[src/rtl/prod_accum.sv]
// prod_accum -- frame accumulator for unsigned 8-bit products.
//
// Sums LEN accepted products into an ACC_W-bit accumulator (modulo 2^ACC_W).
// It also keeps a sticky flag that records any carry out of the top bit.
// After the LEN-th product, the sum and flag are presented on acc_out/ovf
// with out_valid. They are held there until the downstream stage takes them.
//
// Ports
//   clk        in   clock, rising edge
//   rst        in   asynchronous active-high reset
//   clr        in   synchronous frame abort, overrides every other event
//   in_valid   in   a product is present on prod
//   prod       in   8-bit unsigned product
//   in_ready   out  product accepted this cycle (registered state only)
//   out_valid  out  acc_out/ovf hold a completed frame
//   out_ready  in   downstream accepts the result
//   acc_out    out  frame sum, ACC_W bits
//   ovf        out  a carry out of ACC_W occurred during the frame
module prod_accum #(
   parameter int LEN   = 4,
   parameter int ACC_W = 12
) (
   input  logic             clk,
   input  logic             rst,
   input  logic             clr,
   input  logic             in_valid,
   input  logic [7:0]       prod,
   output logic             in_ready,
   output logic             out_valid,
   input  logic             out_ready,
   output logic [ACC_W-1:0] acc_out,
   output logic             ovf
);

   localparam int CNT_W = $clog2(LEN + 1);
   localparam logic [CNT_W-1:0] LAST_CNT = CNT_W'(LEN - 1);

   typedef enum logic {
      ST_ACC  = 1'b0,
      ST_HOLD = 1'b1
   } state_t;

   state_t             state_q,     state_d;
   logic [CNT_W-1:0]   count_q,     count_d;
   logic [ACC_W-1:0]   acc_q,       acc_d;
   logic               sticky_q,    sticky_d;
   logic [ACC_W-1:0]   acc_out_q,   acc_out_d;
   logic               ovf_q,       ovf_d;
   logic               out_valid_q, out_valid_d;

   logic               xfer;
   logic               consume;
   logic               last;
   logic [ACC_W:0]     sum;
   logic               sticky_new;

   // Zero-extended add that keeps the carry in the extra top bit.
   function automatic logic [ACC_W:0] add_ext(input logic [ACC_W-1:0] a,
                                              input logic [7:0]       b);
      return {1'b0, a} + {{(ACC_W - 7){1'b0}}, b};
   endfunction

   assign xfer       = in_valid && (state_q == ST_ACC);
   assign consume    = out_valid_q && out_ready;
   assign last       = (count_q == LAST_CNT);
   assign sum        = add_ext(acc_q, prod);
   assign sticky_new = sticky_q | sum[ACC_W];

   // State register
   always_ff @(posedge clk or posedge rst) begin
      if (rst) begin
         state_q <= ST_ACC;
      end else begin
         state_q <= state_d;
      end
   end

   // Next-state logic
   always_comb begin
      state_d = state_q;
      if (clr) begin
         state_d = ST_ACC;
      end else begin
         case (state_q)
            ST_ACC:  if (xfer && last) state_d = ST_HOLD;
            ST_HOLD: if (consume)      state_d = ST_ACC;
            default: state_d = ST_ACC;
         endcase
      end
   end

   // Outputs decoded from registered state; in_ready never sees out_ready.
   always_comb begin
      in_ready  = (state_q == ST_ACC);
      out_valid = out_valid_q;
      acc_out   = acc_out_q;
      ovf       = ovf_q;
   end

   // Datapath next-state. xfer (ACC) and consume (HOLD) are exclusive.
   always_comb begin
      count_d     = count_q;
      acc_d       = acc_q;
      sticky_d    = sticky_q;
      acc_out_d   = acc_out_q;
      ovf_d       = ovf_q;
      out_valid_d = out_valid_q;
      if (clr) begin
         count_d     = '0;
         acc_d       = '0;
         sticky_d    = 1'b0;
         acc_out_d   = '0;
         ovf_d       = 1'b0;
         out_valid_d = 1'b0;
      end else if (consume) begin
         count_d     = '0;
         acc_d       = '0;
         sticky_d    = 1'b0;
         out_valid_d = 1'b0;
      end else if (xfer) begin
         acc_d    = sum[ACC_W-1:0];
         sticky_d = sticky_new;
         // In HOLD, count may reach LEN; it is cleared on consume.
         count_d  = count_q + CNT_W'(1);
         if (last) begin
            acc_out_d   = sum[ACC_W-1:0];
            ovf_d       = sticky_new;
            out_valid_d = 1'b1;
         end
      end
   end

   always_ff @(posedge clk or posedge rst) begin
      if (rst) begin
         count_q     <= '0;
         acc_q       <= '0;
         sticky_q    <= 1'b0;
         acc_out_q   <= '0;
         ovf_q       <= 1'b0;
         out_valid_q <= 1'b0;
      end else begin
         count_q     <= count_d;
         acc_q       <= acc_d;
         sticky_q    <= sticky_d;
         acc_out_q   <= acc_out_d;
         ovf_q       <= ovf_d;
         out_valid_q <= out_valid_d;
      end
   end

endmodule

[config.mk]
export PLATFORM = sky130hd
export DESIGN_NAME = prod_accum
export DESIGN_NICKNAME = d
export VERILOG_FILES = /design/src/rtl/prod_accum.sv
export SDC_FILE = /design/constraint.sdc
export NUM_CORES = 1
export LEC_CHECK = 0
export CELL_PAD_IN_SITES_DETAIL_PLACEMENT = 0
export CELL_PAD_IN_SITES_GLOBAL_PLACEMENT = 1
export CORE_MARGIN = 10
export CORE_UTILIZATION = 30
export DETAILED_ROUTE_END_ITERATION = 6
export PLACE_DENSITY = 0.66
export SYNTH_ARGS = -nofsm -noshare
export SYNTH_HDL_FRONTEND = slang
export SYNTH_SLANG_ARGS = --single-unit
[constraint.sdc]
create_clock -name clk -period 2.9 [get_ports clk]
set_input_delay 0.58 -clock clk [delete_from_list [all_inputs] [get_ports clk]]
set_output_delay 0.58 -clock clk [all_outputs]
set_load 0.01 [all_outputs]
Yosys cells after proc, flatten, opt, wreduce, memory -nomap -nowiden
Index checks and enable logic that the tools add are counted.
Widths: inputs -> output; s select.

storage, ports and cells
  register bits after elaboration = 31
  input bits = 13
  output and inout port bits = 15
  logic and storage cells = 47

operators by class
  add/sub/neg operators = 2
  equal/unequal tests = 2
  mux-type cells = 25
  bitwise gates (word level) = 2
  reductions and logical operators = 9

operator list
  cell                 number
  $mux 12              7
  $mux 1               14
  $add 12x8->13        1
  $mux 3               3
  $reduce_bool 3->1    2
  $reduce_bool 2->1    2
  $add 3x1->3 const B  1
  $eq 3x2->1 const B   1
  $logic_and 1x1->1    3
  $reduce_and 3->1     1
  $ne 2x2->1 const B   1
  $pmux 1 s2           1
  $reduce_and 2->1     1
  $not 1->1            1
  $or 1x1->1           1

Longest topological paths before layout
  word-level depth = 6
  gate-level depth with buffers = 7
  gate-level depth less buffers = 7

Least setup slack after synthesis
Ideal clock, no wire load.

  kind = input to register
  start point = input prod[0]
  end point = register sticky_q
  library setup time = 0.132 ns
  data arrival time = 2.111 ns
  required time = 2.768 ns
  path slack = 0.657 ns
  stages = 7
  buffers on the path = 0
  cells stage by stage = ha_1 -> fa_1 -> a211oi_1 -> o211ai_1 -> and2_2 -> a41oi_1 -> nor2_1

between the ends
  longest elaborated chain between the ends = 5

ends and longest elaborated chain
  element               RTL line  text
  from (decl)           27        input logic [7:0] prod,
  $add 12x8->13         60        return {1'b0, a} + {{(ACC_W - 7){1'b0}}, b};
  $or 1x1->1            67        assign sticky_new = sticky_q | sum[ACC_W];
  $mux 1                120       end else if (xfer) begin
  $mux 1                115       end else if (consume) begin
  $mux 1                108       if (clr) begin
  to (signal assigned)  144       sticky_q <= sticky_d;
  to (decl)             46        logic sticky_q, sticky_d;

No other way between the ends. The select of a mux whose other input is x is not followed.
A chain may end at the register's enable or synchronous reset.

Final worst setup path
Same ends and word-level chain as after synthesis.

==> flow_summary.toml <==
[power]
power.density_mw_per_mm2 = 490
p_leak_nw = 0.985
ir_worst_vdd_v = 0.000172

[worst_hold_path]
worstHoldPathType = "reg -> reg"

[detailed_routing]
detail_route.wl_per_cell_um = 14.9
antenna_left = 0
drt_wl_total_um = 4260
first_iter_violations = 45
first_pass_iters = 4
drc = 0
num_vias = 1398
via_per_inst = 4.91

[logic_synthesis]
synthSimpleGateAreaFrac_pct = 16.7
ys_seq_elements = 31
syn_area_mm2 = 0.00172
ys_seq_area_share_pct = 45.1
synth_top_family_by_area = "compound AO/OA/AOI/OAI gates"
synth.distinct_cells = 42
synth-compound-area-share_pct = 20.6
ys.warnings.count = 0
syn-num-nets = 202
syn_area_per_cell_um2 = 9.66
synth_xor_area_share_pct = 5.60
syn-instance-count = 178
synthMuxAreaShare_pct = 0.582
synth-adder-area-share_pct = 8.44

[placement]
port_buffers = 27
dp_slack_ns = 0.108
placed_cell_area_mm2 = 0.00210
place_congestion = 0.771
dp_hpwl_um = 3050

[flow_run]
cap_viol_max_count = 0

[finish]
nets = 236
drive_gt1_share_pct = 11.3
n_fill_cell = 588
num_antenna_cells = 0
postLayoutCellArea_mm2 = 0.00220
final_cell_mix = "31 x dfrtp_1, 29 x nand2_1, 27 x clkdlybuf4s50_1"
final_common_cell = "dfrtp_1"
finish.utilization_pct = 39.7
area_delta_synth_final_pct = 27.8

[sta]
maxSlewViolCount = 0
finalHoldViolations = 0
setup_viol = 0
fin_tns_setup_ns = 0
min_period_ns = 2.47
rsz0062_at_grt = "false"
worst_pin_slew_ns = 0.727
worst_slack_ns = 0.430
fin_crit_sh_pct = 85.2
fmax_ghz = 0.405
fin_skew_ns = 0.00733
slew_headroom_pct = 51.3

[floorplanning]
die_area_mm2 = 0.00916
ios = 28
core_area_mm2 = 0.00554
die_w_um = 95.7
fp-row-count = 27
initial_core_util_pct = 31.0
fp.dieH_um = 95.7

[critical_path]
worstPathCellList = "clkdlybuf4s50_1 -> ha_1 -> fa_1 -> a211oi_1 -> o211ai_1 -> and2_2 -> a41oi_1 -> nor2_1"
path_class = "in -> reg"
critPathSlowestCell = "clkdlybuf4s50_1"
path_buf_inv = 1
path_max_fanout = 4
cp.required_ns = 3.08
crit_path_start_kind = "input port"
max_stage_delay_ns = 0.41
cp.arrival_ns = 2.65
critPathTopFamily = "compound AO/OA/AOI/OAI gates"
end_kind = "flip-flop"

[global_routing]
grt_pass1_vias = 1387
grt.overflow.total = 0
grt_max_degree = 32
antenna_found_initial = 0
grt_pass1_wl_um = 7130
grt_use_total_pct = 10.0

[clock_tree]
htreeDepth = 2
path_clk_slew_ns = 0.07
clk_path_buf_depth = 2
clock-root-buffer = "clkbuf_8"
post_cts_resized = 0
clock_latency_ns = 0.29
clkSinkCount = 31
cts_setup_buffers = 0
cts_hold_buf = 0
numCtsBuffers = 5
cts_tree = "yes"

[outcome]
status = "finished, final reports clean"
==> path summary, 6_finish.rpt <==
check	startpoint	endpoint	slack [ns]	cells past startpoint
max	prod[0]	sticky_q	0.43	8
min	acc_out[11]	acc_out[11]	0.48	2
max reg2reg	acc_q[0]	sticky_q	0.77	7
min reg2reg	acc_out[11]	acc_out[11]	0.48	2
max in group asynchronous	rst	acc_out[5]	1.91	3
min in group asynchronous	rst	acc_q[11]	0.69	3
==> synthesized netlist by cell type <==
| library cell | count | share of area (%) |
|---|---|---|
| xnor2_1 | 5 | 2.5 |
| and3_4 | 1 | 0.65 |
| o22ai_1 | 1 | 0.36 |
| a41oi_1 | 1 | 0.51 |
| fa_1 | 1 | 1.2 |
| nand2b_1 | 2 | 0.73 |
| nand2_1 | 29 | 6.3 |
| o21ai_0 | 9 | 2.6 |
| or4_1 | 1 | 0.44 |
| nor2b_1 | 1 | 0.36 |
| nand3_1 | 5 | 1.5 |
| nand3b_1 | 1 | 0.44 |
| a31oi_1 | 4 | 1.5 |
| buf_2 | 1 | 0.29 |
| nor2_1 | 13 | 2.8 |
| nor3_1 | 2 | 0.58 |
| a211oi_1 | 2 | 0.87 |
| a31o_4 | 1 | 1.0 |
| nand4_1 | 2 | 0.73 |
| dfrtp_1 | 31 | 45 |
| and2_1 | 1 | 0.36 |
| clkbuf_1 | 4 | 0.87 |
| o21ai_1 | 1 | 0.29 |
| buf_4 | 2 | 0.87 |
| nand3_2 | 1 | 0.58 |
| a21o_2 | 1 | 0.51 |
| a211oi_2 | 1 | 0.73 |
| o211ai_2 | 1 | 0.73 |
| a21oi_1 | 16 | 4.7 |
| xor2_1 | 6 | 3.1 |
| a22o_1 | 6 | 3.1 |
| and2_2 | 1 | 0.44 |
| nor3b_1 | 1 | 0.44 |
| o21bai_1 | 1 | 0.44 |
| inv_1 | 4 | 0.87 |
| o211ai_1 | 2 | 0.87 |
| o31ai_2 | 1 | 0.73 |
| ha_1 | 10 | 7.3 |
| and3_1 | 1 | 0.36 |
| a21o_1 | 1 | 0.44 |
| a41o_2 | 2 | 1.3 |
| mux2i_1 | 1 | 0.58 |
==> stage by stage <==
step                      hold slack [ns]  instances  power [W]
after floorplan                     0.467        178   0.000636
after global placement              0.471        277   0.000706
after detailed placement            0.478        277   0.000707
after CTS                           0.492        285    0.00109
after global routing                0.508        285    0.00115
final                               0.482        285    0.00108
==> sequential cells by signal (all words and copies together), names as in the netlist <==
name / count
acc_out: 12
acc_q: 12
count_q: 3
out_valid: 1
ovf: 1
state_q: 1
sticky_q: 1
==> routing by layer <==
metal	share of wire, %	up-vias	wire length [um]	track usage, %
met5	0	-	0	0
met4	1.6	0	68	4.05
met3	5.2	5	222	2.88
met2	41	29	1760	14.2
met1	52	660	2200	13.9
li1	-	704	-	-
==> final cells by class <==
| class | count | area (um2) | share of cell area [%] |
|---|---|---|---|
| clock buffer | 8 | 100 | 4.56 |
| multi-input combinational | 136 | 893 | 40.7 |
| tap | 72 | 90.1 | 4.10 |
| sequential | 31 | 776 | 35.3 |
| timing repair buffer | 34 | 323 | 14.7 |
| inverter | 4 | 15.0 | 0.683 |
==> worst reg2reg max path: stages (launching register included) <==
cell and delay, ns:
dfrtp_1 0.39, ha_1 0.24, fa_1 0.40, a211oi_1 0.27, o211ai_1 0.21, and2_2 0.24
a41oi_1 0.22, nor2_1 0.06
==> power by group <==
part / switching (W) / internal [W]
Clock: 0.000163 / 0.000217
Combinational: 0.000134 / 0.0000986
Sequential: 0.0000135 / 0.000452
Total: 0.000310 / 0.000767
==> kinds of logic after synthesis <==
group / Yosys count
AO/OA/AOI/OAI: 51
XOR/XNOR: 11
adder cells (fa/ha/maj): 11
buffers and inverters: 11
flip-flops: 31
multiplexers: 1
AND/OR/NAND/NOR: 62
Power figures use the tool's default switching activity.
